File: src/rtl/idma_legalizer_r_obi_w_axi_burst.sv
`default_nettype none
// ============================================================================
// Module      : idma_legalizer_r_obi_w_axi_burst
// Description : Splits a 1D copy (src, dst, len) into one OBI read request per
//               data word and AXI INCR write bursts capped by the page size,
//               MAX_BEATS and a runtime 2**max_llen beat limit. The read and
//               write sides advance independently.
//               Optional feature macro: IDMA_LEGALIZER_ZERO_LEN_EN (accept
//               zero-length requests and only pulse done).
// Revision    : 1.0 - initial release
// ============================================================================
module idma_legalizer_r_obi_w_axi_burst #(
    parameter int DATA_WIDTH = 32,
    parameter int ADDR_WIDTH = 32,
    parameter int LEN_WIDTH  = 32,
    parameter int MAX_BEATS  = 256,
    parameter int PAGE_SIZE  = 4096,
    localparam int c_STRB_WIDTH = DATA_WIDTH / 8,
    localparam int c_OFF_WIDTH  = $clog2(c_STRB_WIDTH)
) (
    input  logic                   clk_i,
    input  logic                   rst_i,
    input  logic                   req_valid_i,
    output logic                   req_ready_o,
    input  logic [LEN_WIDTH-1:0]   req_len_i,
    input  logic [ADDR_WIDTH-1:0]  req_src_addr_i,
    input  logic [ADDR_WIDTH-1:0]  req_dst_addr_i,
    input  logic [2:0]             req_max_llen_i,
    output logic                   r_valid_o,
    input  logic                   r_ready_i,
    output logic [ADDR_WIDTH-1:0]  r_addr_o,
    output logic [c_OFF_WIDTH-1:0] r_offset_o,
    output logic [c_OFF_WIDTH:0]   r_num_bytes_o,
    output logic                   w_valid_o,
    input  logic                   w_ready_i,
    output logic [ADDR_WIDTH-1:0]  w_addr_o,
    output logic [7:0]             w_len_o,
    output logic [c_OFF_WIDTH-1:0] w_offset_o,
    output logic [c_OFF_WIDTH-1:0] w_tailer_o,
    output logic                   w_last_o,
    input  logic                   flush_i,
    input  logic                   kill_i,
    output logic                   done_o,
    output logic                   r_busy_o,
    output logic                   w_busy_o
);

    // One bit wider than the length so chunk arithmetic never overflows
    typedef logic [LEN_WIDTH:0]   len_ext_t;
    typedef logic [c_OFF_WIDTH:0] nbytes_t;
    typedef logic [c_OFF_WIDTH-1:0] off_t;

    typedef enum logic [0:0] {
        IDLE   = 1'b0,
        ACTIVE = 1'b1
    } side_state_e;

    side_state_e            r_rd_state, r_wr_state;
    logic [ADDR_WIDTH-1:0]  r_rd_addr,  r_wr_addr;
    logic [LEN_WIDTH-1:0]   r_rd_rem,   r_wr_rem;
    logic [2:0]             r_wr_llen;
    logic                   r_done;

    logic        w_rd_act, w_wr_act;
    off_t        w_rd_off, w_wr_off;
    len_ext_t    w_rd_avail, w_rd_chunk;
    logic        w_rd_final, w_rd_hs;
    len_ext_t    w_wr_beats_llen, w_wr_beats, w_wr_beat_bytes, w_wr_bound;
    len_ext_t    w_wr_avail, w_wr_chunk;
    logic        w_wr_final, w_wr_hs;
    logic        w_accept, w_load, w_zero_accept;

    assign w_rd_act = (r_rd_state == ACTIVE);
    assign w_wr_act = (r_wr_state == ACTIVE);

    // Read side: never cross a data word
    assign w_rd_off   = r_rd_addr[c_OFF_WIDTH-1:0];
    assign w_rd_avail = len_ext_t'(c_STRB_WIDTH) - len_ext_t'(w_rd_off);
    assign w_rd_final = len_ext_t'(r_rd_rem) <= w_rd_avail;
    assign w_rd_chunk = w_rd_final ? len_ext_t'(r_rd_rem) : w_rd_avail;

    // Write side: burst boundary is the smallest of page, hard and runtime caps
    assign w_wr_beats_llen = len_ext_t'(1) << r_wr_llen;
    assign w_wr_beats      = (w_wr_beats_llen < len_ext_t'(MAX_BEATS)) ?
                             w_wr_beats_llen : len_ext_t'(MAX_BEATS);
    assign w_wr_beat_bytes = w_wr_beats << c_OFF_WIDTH;
    assign w_wr_bound      = (w_wr_beat_bytes < len_ext_t'(PAGE_SIZE)) ?
                             w_wr_beat_bytes : len_ext_t'(PAGE_SIZE);
    assign w_wr_avail      = w_wr_bound -
                             (len_ext_t'(r_wr_addr) & (w_wr_bound - len_ext_t'(1)));
    assign w_wr_final      = len_ext_t'(r_wr_rem) <= w_wr_avail;
    assign w_wr_chunk      = w_wr_final ? len_ext_t'(r_wr_rem) : w_wr_avail;
    assign w_wr_off        = r_wr_addr[c_OFF_WIDTH-1:0];

    assign r_valid_o = w_rd_act & ~flush_i;
    assign w_valid_o = w_wr_act & ~flush_i;
    assign w_rd_hs   = r_valid_o & r_ready_i;
    assign w_wr_hs   = w_valid_o & w_ready_i;

    // Data outputs are held at zero while a side is idle
    assign r_addr_o      = w_rd_act ? {r_rd_addr[ADDR_WIDTH-1:c_OFF_WIDTH], {c_OFF_WIDTH{1'b0}}} : '0;
    assign r_offset_o    = w_rd_act ? w_rd_off : '0;
    assign r_num_bytes_o = w_rd_act ? nbytes_t'(w_rd_chunk) : '0;
    assign w_addr_o      = w_wr_act ? {r_wr_addr[ADDR_WIDTH-1:c_OFF_WIDTH], {c_OFF_WIDTH{1'b0}}} : '0;
    assign w_offset_o    = w_wr_act ? w_wr_off : '0;
    assign w_len_o       = w_wr_act ?
                           8'((w_wr_chunk + len_ext_t'(w_wr_off) - len_ext_t'(1)) >> c_OFF_WIDTH) : '0;
    assign w_tailer_o    = w_wr_act ? off_t'(w_wr_chunk + len_ext_t'(w_wr_off)) : '0;
    assign w_last_o      = w_wr_act & w_wr_final;

    assign r_busy_o = w_rd_act;
    assign w_busy_o = w_wr_act;
    assign done_o   = r_done;

    // A new request may land on the same edge as both final handshakes
    assign req_ready_o = ~rst_i & ~flush_i & ~kill_i &
                         (~w_rd_act | (w_rd_hs & w_rd_final)) &
                         (~w_wr_act | (w_wr_hs & w_wr_final));
    assign w_accept    = req_valid_i & req_ready_o;

`ifdef IDMA_LEGALIZER_ZERO_LEN_EN
    assign w_load = (req_len_i != '0);
`else
    assign w_load = 1'b1;

    // Zero-length transfers are illegal in this build
    a_no_zero_len : assert property (@(posedge clk_i) disable iff (rst_i)
        (req_valid_i && req_ready_o) |-> (req_len_i != '0));
`endif

    assign w_zero_accept = w_accept & ~w_load;

    // Read-side state: load on accept, step by one word chunk per handshake
    always_ff @(posedge clk_i or posedge rst_i) begin
        if (rst_i) begin
            r_rd_state <= IDLE;
            r_rd_addr  <= '0;
            r_rd_rem   <= '0;
        end else if (kill_i) begin
            r_rd_state <= IDLE;
        end else if (w_accept) begin
            r_rd_state <= w_load ? ACTIVE : IDLE;
            r_rd_addr  <= req_src_addr_i;
            r_rd_rem   <= req_len_i;
        end else if (w_rd_hs) begin
            if (w_rd_final) begin
                r_rd_state <= IDLE;
            end else begin
                r_rd_addr <= r_rd_addr + ADDR_WIDTH'(w_rd_chunk);
                r_rd_rem  <= r_rd_rem - LEN_WIDTH'(w_rd_chunk);
            end
        end
    end

    // Write-side state: load on accept, step by one burst per handshake
    always_ff @(posedge clk_i or posedge rst_i) begin
        if (rst_i) begin
            r_wr_state <= IDLE;
            r_wr_addr  <= '0;
            r_wr_rem   <= '0;
            r_wr_llen  <= '0;
        end else if (kill_i) begin
            r_wr_state <= IDLE;
        end else if (w_accept) begin
            r_wr_state <= w_load ? ACTIVE : IDLE;
            r_wr_addr  <= req_dst_addr_i;
            r_wr_rem   <= req_len_i;
            r_wr_llen  <= req_max_llen_i;
        end else if (w_wr_hs) begin
            if (w_wr_final) begin
                r_wr_state <= IDLE;
            end else begin
                r_wr_addr <= r_wr_addr + ADDR_WIDTH'(w_wr_chunk);
                r_wr_rem  <= r_wr_rem - LEN_WIDTH'(w_wr_chunk);
            end
        end
    end

    // Done pulses the cycle after the last burst (or a zero-length accept)
    always_ff @(posedge clk_i or posedge rst_i) begin
        if (rst_i) begin
            r_done <= 1'b0;
        end else begin
            r_done <= ~kill_i & ((w_wr_hs & w_wr_final) | w_zero_accept);
        end
    end

endmodule
`default_nettype wire

File: config.mk
export PLATFORM = sky130hd
export DESIGN_NAME = idma_legalizer_r_obi_w_axi_burst
export DESIGN_NICKNAME = d
export VERILOG_FILES = /design/src/rtl/idma_legalizer_r_obi_w_axi_burst.sv
export SDC_FILE = /design/constraint.sdc
export NUM_CORES = 1
export LEC_CHECK = 0
export CORE_UTILIZATION = 50
export DETAILED_ROUTE_END_ITERATION = 10
export MAX_ROUTING_LAYER = met4
export PLACE_DENSITY = 0.74
export REMOVE_ABC_BUFFERS = 1
export SYNTH_ARGS = -nofsm -noshare
export SYNTH_HDL_FRONTEND = slang
export SYNTH_SLANG_ARGS = --single-unit
File: constraint.sdc
create_clock -name clk_i -period 25.4 [get_ports clk_i]
set_clock_uncertainty 0.1 [all_clocks]
set_input_delay 5.08 -clock clk_i [delete_from_list [all_inputs] [get_ports clk_i]]
set_output_delay 5.08 -clock clk_i [all_outputs]
set_load 0.02 [all_outputs]
# [Word level (Yosys, flattened, before mapping)]
# Index checks and enable logic that the tools add are counted.
# Widths: inputs -> output; s select.
[totals] register_bits=134 latch_bits=0 mem_bits_rw=0 mem_bits_ro=0 input_bits=106 output_inout_bits=88 word_cells=87 memories=0
[op_classes] addsub=9 multipliers=0 div_mod_pow=0 magnitude_cmp=4 eq_ne=2 shifts=1 n_mux=31 bitwise_logic=21 reduce_logical=11
[ops] operator="$mux 32" count=16
[ops] operator="$le 32x33->1" count=2
[ops] operator="$add 32x32->32" count=2
[ops] operator="$sub 32x32->32" count=2
[ops] operator="$and 32x33->33" count=1
[ops] operator="$lt 33x13->1 const B" count=1
[ops] operator="$lt 33x9->1 const B" count=1
[ops] operator="$mux 33" count=1
[ops] operator="$shl 1x3->33 const A" count=1
[ops] operator="$sub 33x1->33 const B" count=1
[ops] operator="$sub 33x33->33" count=1
[ops] operator="$mux 31" count=1
[ops] operator="$and 1x1->1" count=13
[ops] operator="$reduce_bool 3->1" count=4
[ops] operator="$add 10x2->10" count=1
[ops] operator="$sub 10x1->10 const B" count=1
[ops] operator="$mux 1" count=8
[ops] operator="$mux 8" count=1
[ops] operator="$mux 2" count=3
[ops] operator="$reduce_and 2->1" count=3
[ops] operator="$reduce_and 3->1" count=2
[ops] operator="$not 1->1" count=5
[ops] operator="$ne 2x1->1 const B" count=2
[ops] operator="$reduce_bool 2->1" count=2
[ops] operator="other kinds (3)" count=4

# [Longest topological paths before layout]
# Gate-level depths: netlist of run 1.
[depth] ltp_word=15 depth_mapped=41 depth_no_buf=36

# [Worst setup path after synthesis of run 1]
# No wires, ideal clock.
[synth_path] kind="input to output" start="in rst_i" end="out req_ready_o" arrival_time_ns=8.707 required_ns=20.220 path_slack_ns=11.513 stages=3 n_path_buf=0 cell_sequence="inv_1 nand2_1 a221oi_1"
[synth_via] elab_chain_cells=5
[synth_lines] item="start: declaration" line="22" text="input logic rst_i,"
[synth_lines] item="$not 1->1" line="116" text="assign req_ready_o = ~rst_i & ~flush_i & ~kill_i &"
[synth_lines] item="$and 1x1->1 (3 in series)" line="116"
[synth_lines] item="$and 1x1->1" line="117" text="(~w_rd_act | (w_rd_hs & w_rd_final)) &"
[synth_lines] item="end: declaration" line="24" text="output logic req_ready_o,"
# No other way between the ends.

# [Worst setup path after layout of run 1]
[layout_path] start="reg r_wr_llen[1]" end="out w_len_o[7]"
[layout_via] elab_chain_cells=13
[layout_lines] item="start: declaration" line="61" text="logic [2:0] r_wr_llen;"
[layout_lines] item="start signal: assignment" line="168" text="r_wr_llen <= req_max_llen_i;"
[layout_lines] item="$shl 1x3->33 *" line="83" text="assign w_wr_beats_llen = len_ext_t'(1) << r_wr_llen;"
[layout_lines] item="$lt 33x9->1" line="84" text="assign w_wr_beats = (w_wr_beats_llen < len_ext_t'(MAX_BEATS)) ?"
[layout_lines] item="$mux 31 *" line="84"
[layout_lines] item="$lt 33x13->1" line="87" text="assign w_wr_bound = (w_wr_beat_bytes < len_ext_t'(PAGE_SIZE)) ?"
[layout_lines] item="$mux 33 *" line="87"
[layout_lines] item="$sub 33x1->33" line="90" text="(len_ext_t'(r_wr_addr) & (w_wr_bound - len_ext_t'(1)));"
[layout_lines] item="$and 32x33->33" line="90"
[layout_lines] item="$sub 33x33->33 *" line="89" text="assign w_wr_avail = w_wr_bound -"
[layout_lines] item="$le 32x33->1" line="91" text="assign w_wr_final = len_ext_t'(r_wr_rem) <= w_wr_avail;"
[layout_lines] item="$mux 32 *" line="92" text="assign w_wr_chunk = w_wr_final ? len_ext_t'(r_wr_rem) : w_wr_avail;"
[layout_lines] item="$add 10x2->10 *"
[layout_lines] item="$sub 10x1->10 *" line="107" text="8'((w_wr_chunk + len_ext_t'(w_wr_off) - len_ext_t'(1)) >> c_OFF_WIDTH) : '0;"
[layout_lines] item="$mux 8 *" line="106" text="assign w_len_o = w_wr_act ?"
[layout_lines] item="end: declaration" line="37" text="output logic [7:0] w_len_o,"
# Mark *: on every way between the ends. The rest lies on a longest branch, timed or not.

==> metrics.csv, run 1 <==
stage,metric,value,unit
worst_setup_path,timing.rr.start,r_wr_llen[1],
final_layout,diodes,0,
floorplan,ios,194,
yosys,synth-simple-area-share,23.3,%
yosys,muxShareOfSynthArea,0.827,%
drt,dr.pass1.iters,5,
global_route,grt_max_degree,90,
place,dp.final_hpwl,30300,um
yosys,yosys.area.top_type,dfrtp_1,
yosys,synth-compound-area-share,25.2,%
yosys,yosys-top-cells-count,"a21oi_1 (210), nor2_1 (195), nand2_1 (174), ha_1 (136), dfrtp_1 (134)",
yosys,synthFlopType,dfrtp_1,
pwr,p_leak,0.00710,uW
pwr,vdd_drop_max,0.0525,mV
worst_setup_path,critPathSlowestCell,nor4_1,
yosys,yosysTopAreaCellShare,24.6,%
worst_setup_path,r2r_cells,32,
place,portBuffers,189,
cts,cts_buffer_depth,2,
worst_setup_path,reg2reg_to,r_wr_addr[31],
yosys,yosysMostFrequentCell,a21oi_1,
global_route,grt_antenna_before_repair,0,
min_path,hp-class,reg2reg,
yosys,synthArstFlopShare,100,%
cts,post_cts_resized,0,
floorplan,die_area,0.0279,sq mm
worst_setup_path,reg2reg_slack,15.28,ns
sta,setup_viol,0,
floorplan,fp.dieW,167,um
worst_setup_path,required,20.22,ns
worst_setup_path,crit_path_start_kind,flop,
yosys,synth_area,0.0136,sq mm
worst_setup_path,critPathCaptureType,primary output,
global_route,grt-ovfl-total,0,
sta,hold_viol_final,0,
worst_setup_path,arrival,10.12,ns
yosys,ys_ff_latch,134,
cts,postCtsSetupRepairBufs,0,
worst_setup_path,worst-path-buf-inv,3,
yosys,synth_top_family_by_area,compound AO/OA/AOI/OAI gates,
floorplan,num_rows,60,
final_layout,fillers,2465,
sta,drv_slew,0,
sta,worst_pin_slew,1.10,ns
global_route,track_usage,29.8,%
place,place.gp.congestion,0.947,
drt,drt.antenna.violating_nets,0,
sta,fmax,0.0654,GHz
sta,setup_tns,0,ns
min_path,worstHoldEndpoint,r_rd_addr[6],
worst_setup_path,cpPeakStageDelay,0.84,ns
floorplan,core-area,0.0268,sq mm
pwr,total_power,1810,uW
sta,slew-limit-headroom,26.7,%
drt,dr_total_vias,13600,
yosys,synth_fa_ha_area_share,13.1,%
yosys,ys_warn_count,0,
run,maxCapViolations,0,
min_path,min-delay-start,r_rd_addr[6],
sta,period_needed,15.30,ns
yosys,ys_seq_area_share,24.6,%
final_layout,fin_util,61.2,%
final_layout,drive_gt1_share,3.89,%
floorplan,die_h,167,um
final_layout,final_nets,2213,
cts,cts_num_sinks,134,
cts,holdBufCountCts,0,
yosys,synth-xor-area-share,8.30,%
sta,timing.final.crit_share,60.2,%
drt,drt-initial-drc-count,1060,
worst_setup_path,cp_top_family,simple AND/OR/NAND/NOR gates,
global_route,first_global_vias,13100,
pwr,power-per-cell-area,110,mW/mm^2
cts,tritoncts,yes,
drt,vias_per_cell,5.86,
final_layout,syn_to_final_growth,20.4,%
floorplan,start_util,50.8,%
yosys,ys_top_cells_by_area,"dfrtp_1 (25%), ha_1 (13%), a21oi_1 (7.7%)",
sta,rsz0062_at_grt,false,
yosys,synthDistinctLibCells,81,
yosys,synth_area_per_cell,7.58,sq um
drt,routed_wl,40100,um
cts,cts-buffers-inserted,17,
worst_setup_path,path_max_fanout,20,
cts,cts-root-buf,clkbuf_16,
yosys,synth_cells,1796,
cts,htree_levels,4,
min_path,min_path_cells,2,
cts,clk_latency,0.44,ns
drt,drc_errors,0,
yosys,synth_edf_count,0,
outcome,status,completed,
cts,cts.clk_slew.worst_paths,0.08,ns
worst_setup_path,crit_type,reg2out,
drt,avgRoutedWirePerCell,17.3,um
global_route,grt_pass1_wl,65600,um
worst_setup_path,timing.critical_path.mode_cell,a21oi_1,
-- cell usage in the layout, fill, tap and decap left out, types with 10 or more instances in the layout --
cell | Yosys | routed
a21oi_1 | 210 | 210
buf_4 | 4 | 10
xor2_1 | 50 | 50
nand2b_1 | 23 | 23
or2_2 | 12 | 12
o211ai_1 | 13 | 13
o21ai_0 | 123 | 123
and2_1 | 83 | 82
o21a_1 | 27 | 27
nand2_1 | 174 | 173
dfrtp_1 | 134 | 134
nor3_1 | 37 | 36
clkdlybuf4s50_1 | 0 | 189
conb_1 | 1 | 32
clkbuf_16 | 0 | 17
ha_1 | 136 | 136
nor2_1 | 195 | 195
o22ai_1 | 22 | 22
a21o_1 | 45 | 45
or3_1 | 14 | 13
o21bai_1 | 12 | 12
a31oi_1 | 31 | 31
xnor2_1 | 79 | 79
nor4_1 | 16 | 16
inv_1 | 80 | 79
nor2b_1 | 20 | 20
nand4_1 | 16 | 16
nand3_1 | 30 | 30
-- worst max path at each step --
stage          slack [ns]           to    startpoint  cells after the start
2_1_floorplan       11.51  req_ready_o         rst_i                      3
3_3_place_gp        11.00   w_len_o[7]  r_wr_llen[2]                     31
3_5_place_dp        10.80   w_len_o[7]  r_wr_llen[1]                     31
4_1_cts             10.28   w_len_o[7]  r_wr_llen[1]                     31
5_1_grt              9.60   w_len_o[7]  r_wr_llen[1]                     31
6_report            10.10   w_len_o[7]  r_wr_llen[1]                     31
-- state kept, by name, indices dropped and copies added (netlist names) --
signal and cells:
done_o 1, r_wr_llen 3, r_busy_o 1, r_wr_addr 32, r_wr_rem 32, w_busy_o 1
r_rd_addr 32, r_rd_rem 32
-- logic make-up (layout without fill, tap and decap cells) --
logic type                 after synthesis  after routing
xor gates and xnor gates               129            129
buffers and inverters                  158            311
AOI/OAI and AO/OA                      564            564
and+or+nand+nor                        659            659
other                                    1             32
muxes                                   11             11
adders and majority gates              140            140
DFF                                    134            134
-- area by class of cell --
type	instances	area [sq um]	share of cell area [%]
flip-flops and latches	134	3350	20.5
clock buffers	18	439	2.68
clock inverters	14	131	0.801
well taps	341	427	2.60
repair buffers	199	1970	12.0
multi-input cells	1535	9770	59.6
inverters	80	305	1.86
-- power by group --
part / leakage, uW / total [uW] / switching [uW] / internal [uW]
registers: 0.00156 / 364 / 89.1 / 275
logic: 0.00527 / 1200 / 677 / 520
clock network: 0.000272 / 250 / 119 / 132
total: 0.00710 / 1810 / 884 / 927
-- metrics by stage --
step | setup slack, ns | hold slack (ns) | area (sq um) | std cells
2_1_floorplan | 11.51 | 0.387 | 13400 | 1749
3_3_place_gp | 11.00 | 0.408 | 15800 | 2289
3_5_place_dp | 10.80 | 0.419 | 15800 | 2289
4_1_cts | 10.28 | 0.438 | 16400 | 2321
5_1_grt | 9.60 | 0.468 | 16400 | 2321
6_report | 10.10 | 0.439 | 16400 | 2321
-- worst reg2reg max path: cells and delay by family, from the launching register on --
kind                       cells  cell delay (ns)
xor gates and xnor gates       2             0.22
and+or+nand+nor               10             3.85
adders and majority gates      3             0.91
AOI/OAI and AO/OA             16             4.28
buffers and inverters          1             0.11
DFF                            1             0.59
-- per-layer routing --
metal / track usage (%) / vias up / wire, um
li1: - / 6712 / -
met1: 38.2 / 6373 / 18400
met2: 48.5 / 460 / 18400
met3: 4.47 / 65 / 2410
met4: 8.82 / 0 / 869
met5: - / - / 0
No activity file was read; power rests on OpenSTA's default activity.
==> inputs of run 2 (changes only) <==
Settings changed: PLACE_DENSITY 0.74 to 0.77.
Clock period 25.4 ns to 12.65 ns, I/O delays scaled along.
==> run 2 against run 1 <==
Against the previous run:
- final cell count about the same
- critical path type unchanged
- highest routed layer unchanged
- sequential share of layout area down 0.067 points
- routed wire length up 1.4%
- register-to-register slack worse by 12 ns
- combinational power up 100%
- clock power up 110%
==> metrics.csv, run 2 (synthesis gave the netlist of run 1 again) <==
stage,metric,value,unit
drt,met1_length,18700,um
worst_setup_path,crit_type,reg2out,
final_layout,final_nets,2215,
run,maxCapViolations,0,
worst_setup_path,timing.critical_path.mode_cell,a21oi_1,
sta,worst_pin_slew,1.19,ns
drt,drt-initial-drc-count,1045,
place,post-place-ws,0.962,ns
floorplan,num_rows,60,
worst_setup_path,critPathCaptureType,primary output,
sta,holdWs,0.431,ns
sta,worst_slack,0.437,ns
pwr,power-per-cell-area,223,mW/mm^2
cts,cts_buffer_depth,2,
cts,cts-root-buf,clkbuf_16,
worst_setup_path,cpPeakStageDelay,0.63,ns
worst_setup_path,path_max_fanout,19,
drt,dr.pass1.iters,6,
worst_setup_path,r2r_cells,33,
drt,wl_met3,2490,um
sta,setup_tns,0,ns
worst_setup_path,required,10.02,ns
outcome,status,completed,
global_route,first_global_vias,13300,
drt,top_layer,met4,
sta,slew-limit-headroom,20.1,%
final_layout,fillers,2458,
cts,holdBufCountCts,0,
global_route,grt_max_degree,78,
final_layout,diodes,0,
min_path,hp-class,reg2reg,
floorplan,ios,194,
cts,post_cts_resized,0,
cts,htree_levels,4,
worst_setup_path,crit_path_start_kind,flop,
drt,dr_total_vias,13600,
floorplan,fp.dieW,167,um
drt,drc_errors,0,
worst_setup_path,arrival,9.58,ns
sta,rsz0062_at_grt,false,
global_route,grt_pass1_wl,67100,um
sta,setup_viol,0,
min_path,min_path_cells,2,
cts,clk_latency,0.44,ns
cts,tritoncts,yes,
sta,period_needed,12.21,ns
drt,routed_wl,40700,um
sta,drv_slew,0,
drt,vias_per_cell,5.84,
drt,avgRoutedWirePerCell,17.5,um
floorplan,core-area,0.0268,sq mm
cts,postCtsSetupRepairBufs,0,
pwr,vdd_drop_max,0.120,mV
global_route,grt-ovfl-total,0,
sta,hold_viol_final,0,
global_route,track_usage,30.5,%
final_layout,final_common_cell,a21oi_1,
final_layout,mostFrequentLayoutCells,"a21oi_1 (210), nor2_1 (195), clkdlybuf4s50_1 (189)",
drt,drt.antenna.violating_nets,0,
final_layout,drive_gt1_share,4.04,%
place,dp.final_hpwl,30600,um
place,portBuffers,189,
floorplan,start_util,50.8,%
pwr,p_leak,0.00713,uW
place,place.gp.congestion,0.974,
drt,wl_met2,18700,um
global_route,grt_antenna_before_repair,0,
cts,cts_num_sinks,134,
sta,fmax,0.0819,GHz
floorplan,die_h,167,um
final_layout,finalNonFillerCells,2323,
cts,cts-buffers-inserted,17,
cts,cts.clk_slew.worst_paths,0.07,ns
worst_setup_path,critPathSlowestCell,clkdlybuf4s50_1,
final_layout,syn_to_final_growth,20.8,%
sta,timing.final.crit_share,96.5,%
place,dp.cells,2291,
floorplan,die_area,0.0279,sq mm
## run 2: cell count changes in the layout (fill, tap and decap cells not counted)
cell,change
buf_4,+2
a211oi_2,-1
a211oi_4,+1
bufinv_16,+1
clkinvlp_4,-1
inv_6,-1
inv_8,+1
nor4_1,-1
nor4_2,+1
## run 2: worst paths after layout
kind	from	to	slack, ns
min	r_rd_addr[2]	r_rd_addr[2]	0.43
max	r_wr_llen[2]	w_len_o[7]	0.44
min reg2reg	r_rd_addr[2]	r_rd_addr[2]	0.43
max reg2reg	r_wr_llen[2]	r_wr_addr[31]	3.10
max in group asynchronous	rst_i	r_wr_llen[2]	8.67
min in group asynchronous	rst_i	r_rd_rem[27]	2.50
## run 2: metrics by stage
| step | util, % | area [sq um] | total power (uW) |
|---|---|---|---|
| 6_report | 61.4 | 16400 | 3660 |
| 5_1_grt | 61.4 | 16400 | 4000 |
| 4_1_cts | 61.3 | 16400 | 3620 |
| 3_5_place_dp | 59.1 | 15800 | 3080 |
| 3_3_place_gp | 59.1 | 15800 | 3030 |
| 2_1_floorplan | - | 13400 | 2520 |
## run 2: area by class of cell
cell class / count / area, sq um / share of cell area, %
repair buffers: 201 / 1980 / 12.1
inverters: 80 / 305 / 1.86
flip-flops and latches: 134 / 3350 / 20.4
clock inverters: 14 / 156 / 0.951
multi-input cells: 1535 / 9780 / 59.5
well taps: 341 / 427 / 2.59
clock buffers: 18 / 439 / 2.67
## run 2: report_power, final
group | total (uW) | switching, uW | internal, uW
combinational | 2410 | 1360 | 1050
clock | 523 | 238 | 286
sequential | 730 | 178 | 553
## run 2: worst max-delay path: cells and delay by family (launching register included)
kind	cells	cell delay, ns
AO/OA/AOI/OAI	13	3.02
XOR/XNOR	1	0.15
adder cells (fa/ha/maj)	4	1.37
buffers and inverters	4	1.09
flip-flops	1	0.60
AND/OR/NAND/NOR	10	2.93
## run 2: per-layer routing
layer	GRT usage (%)	up-vias
met1	39.9	6307
met2	48.8	474
li1	-	6730
met4	9.14	0
met5	-	-
met3	4.28	61
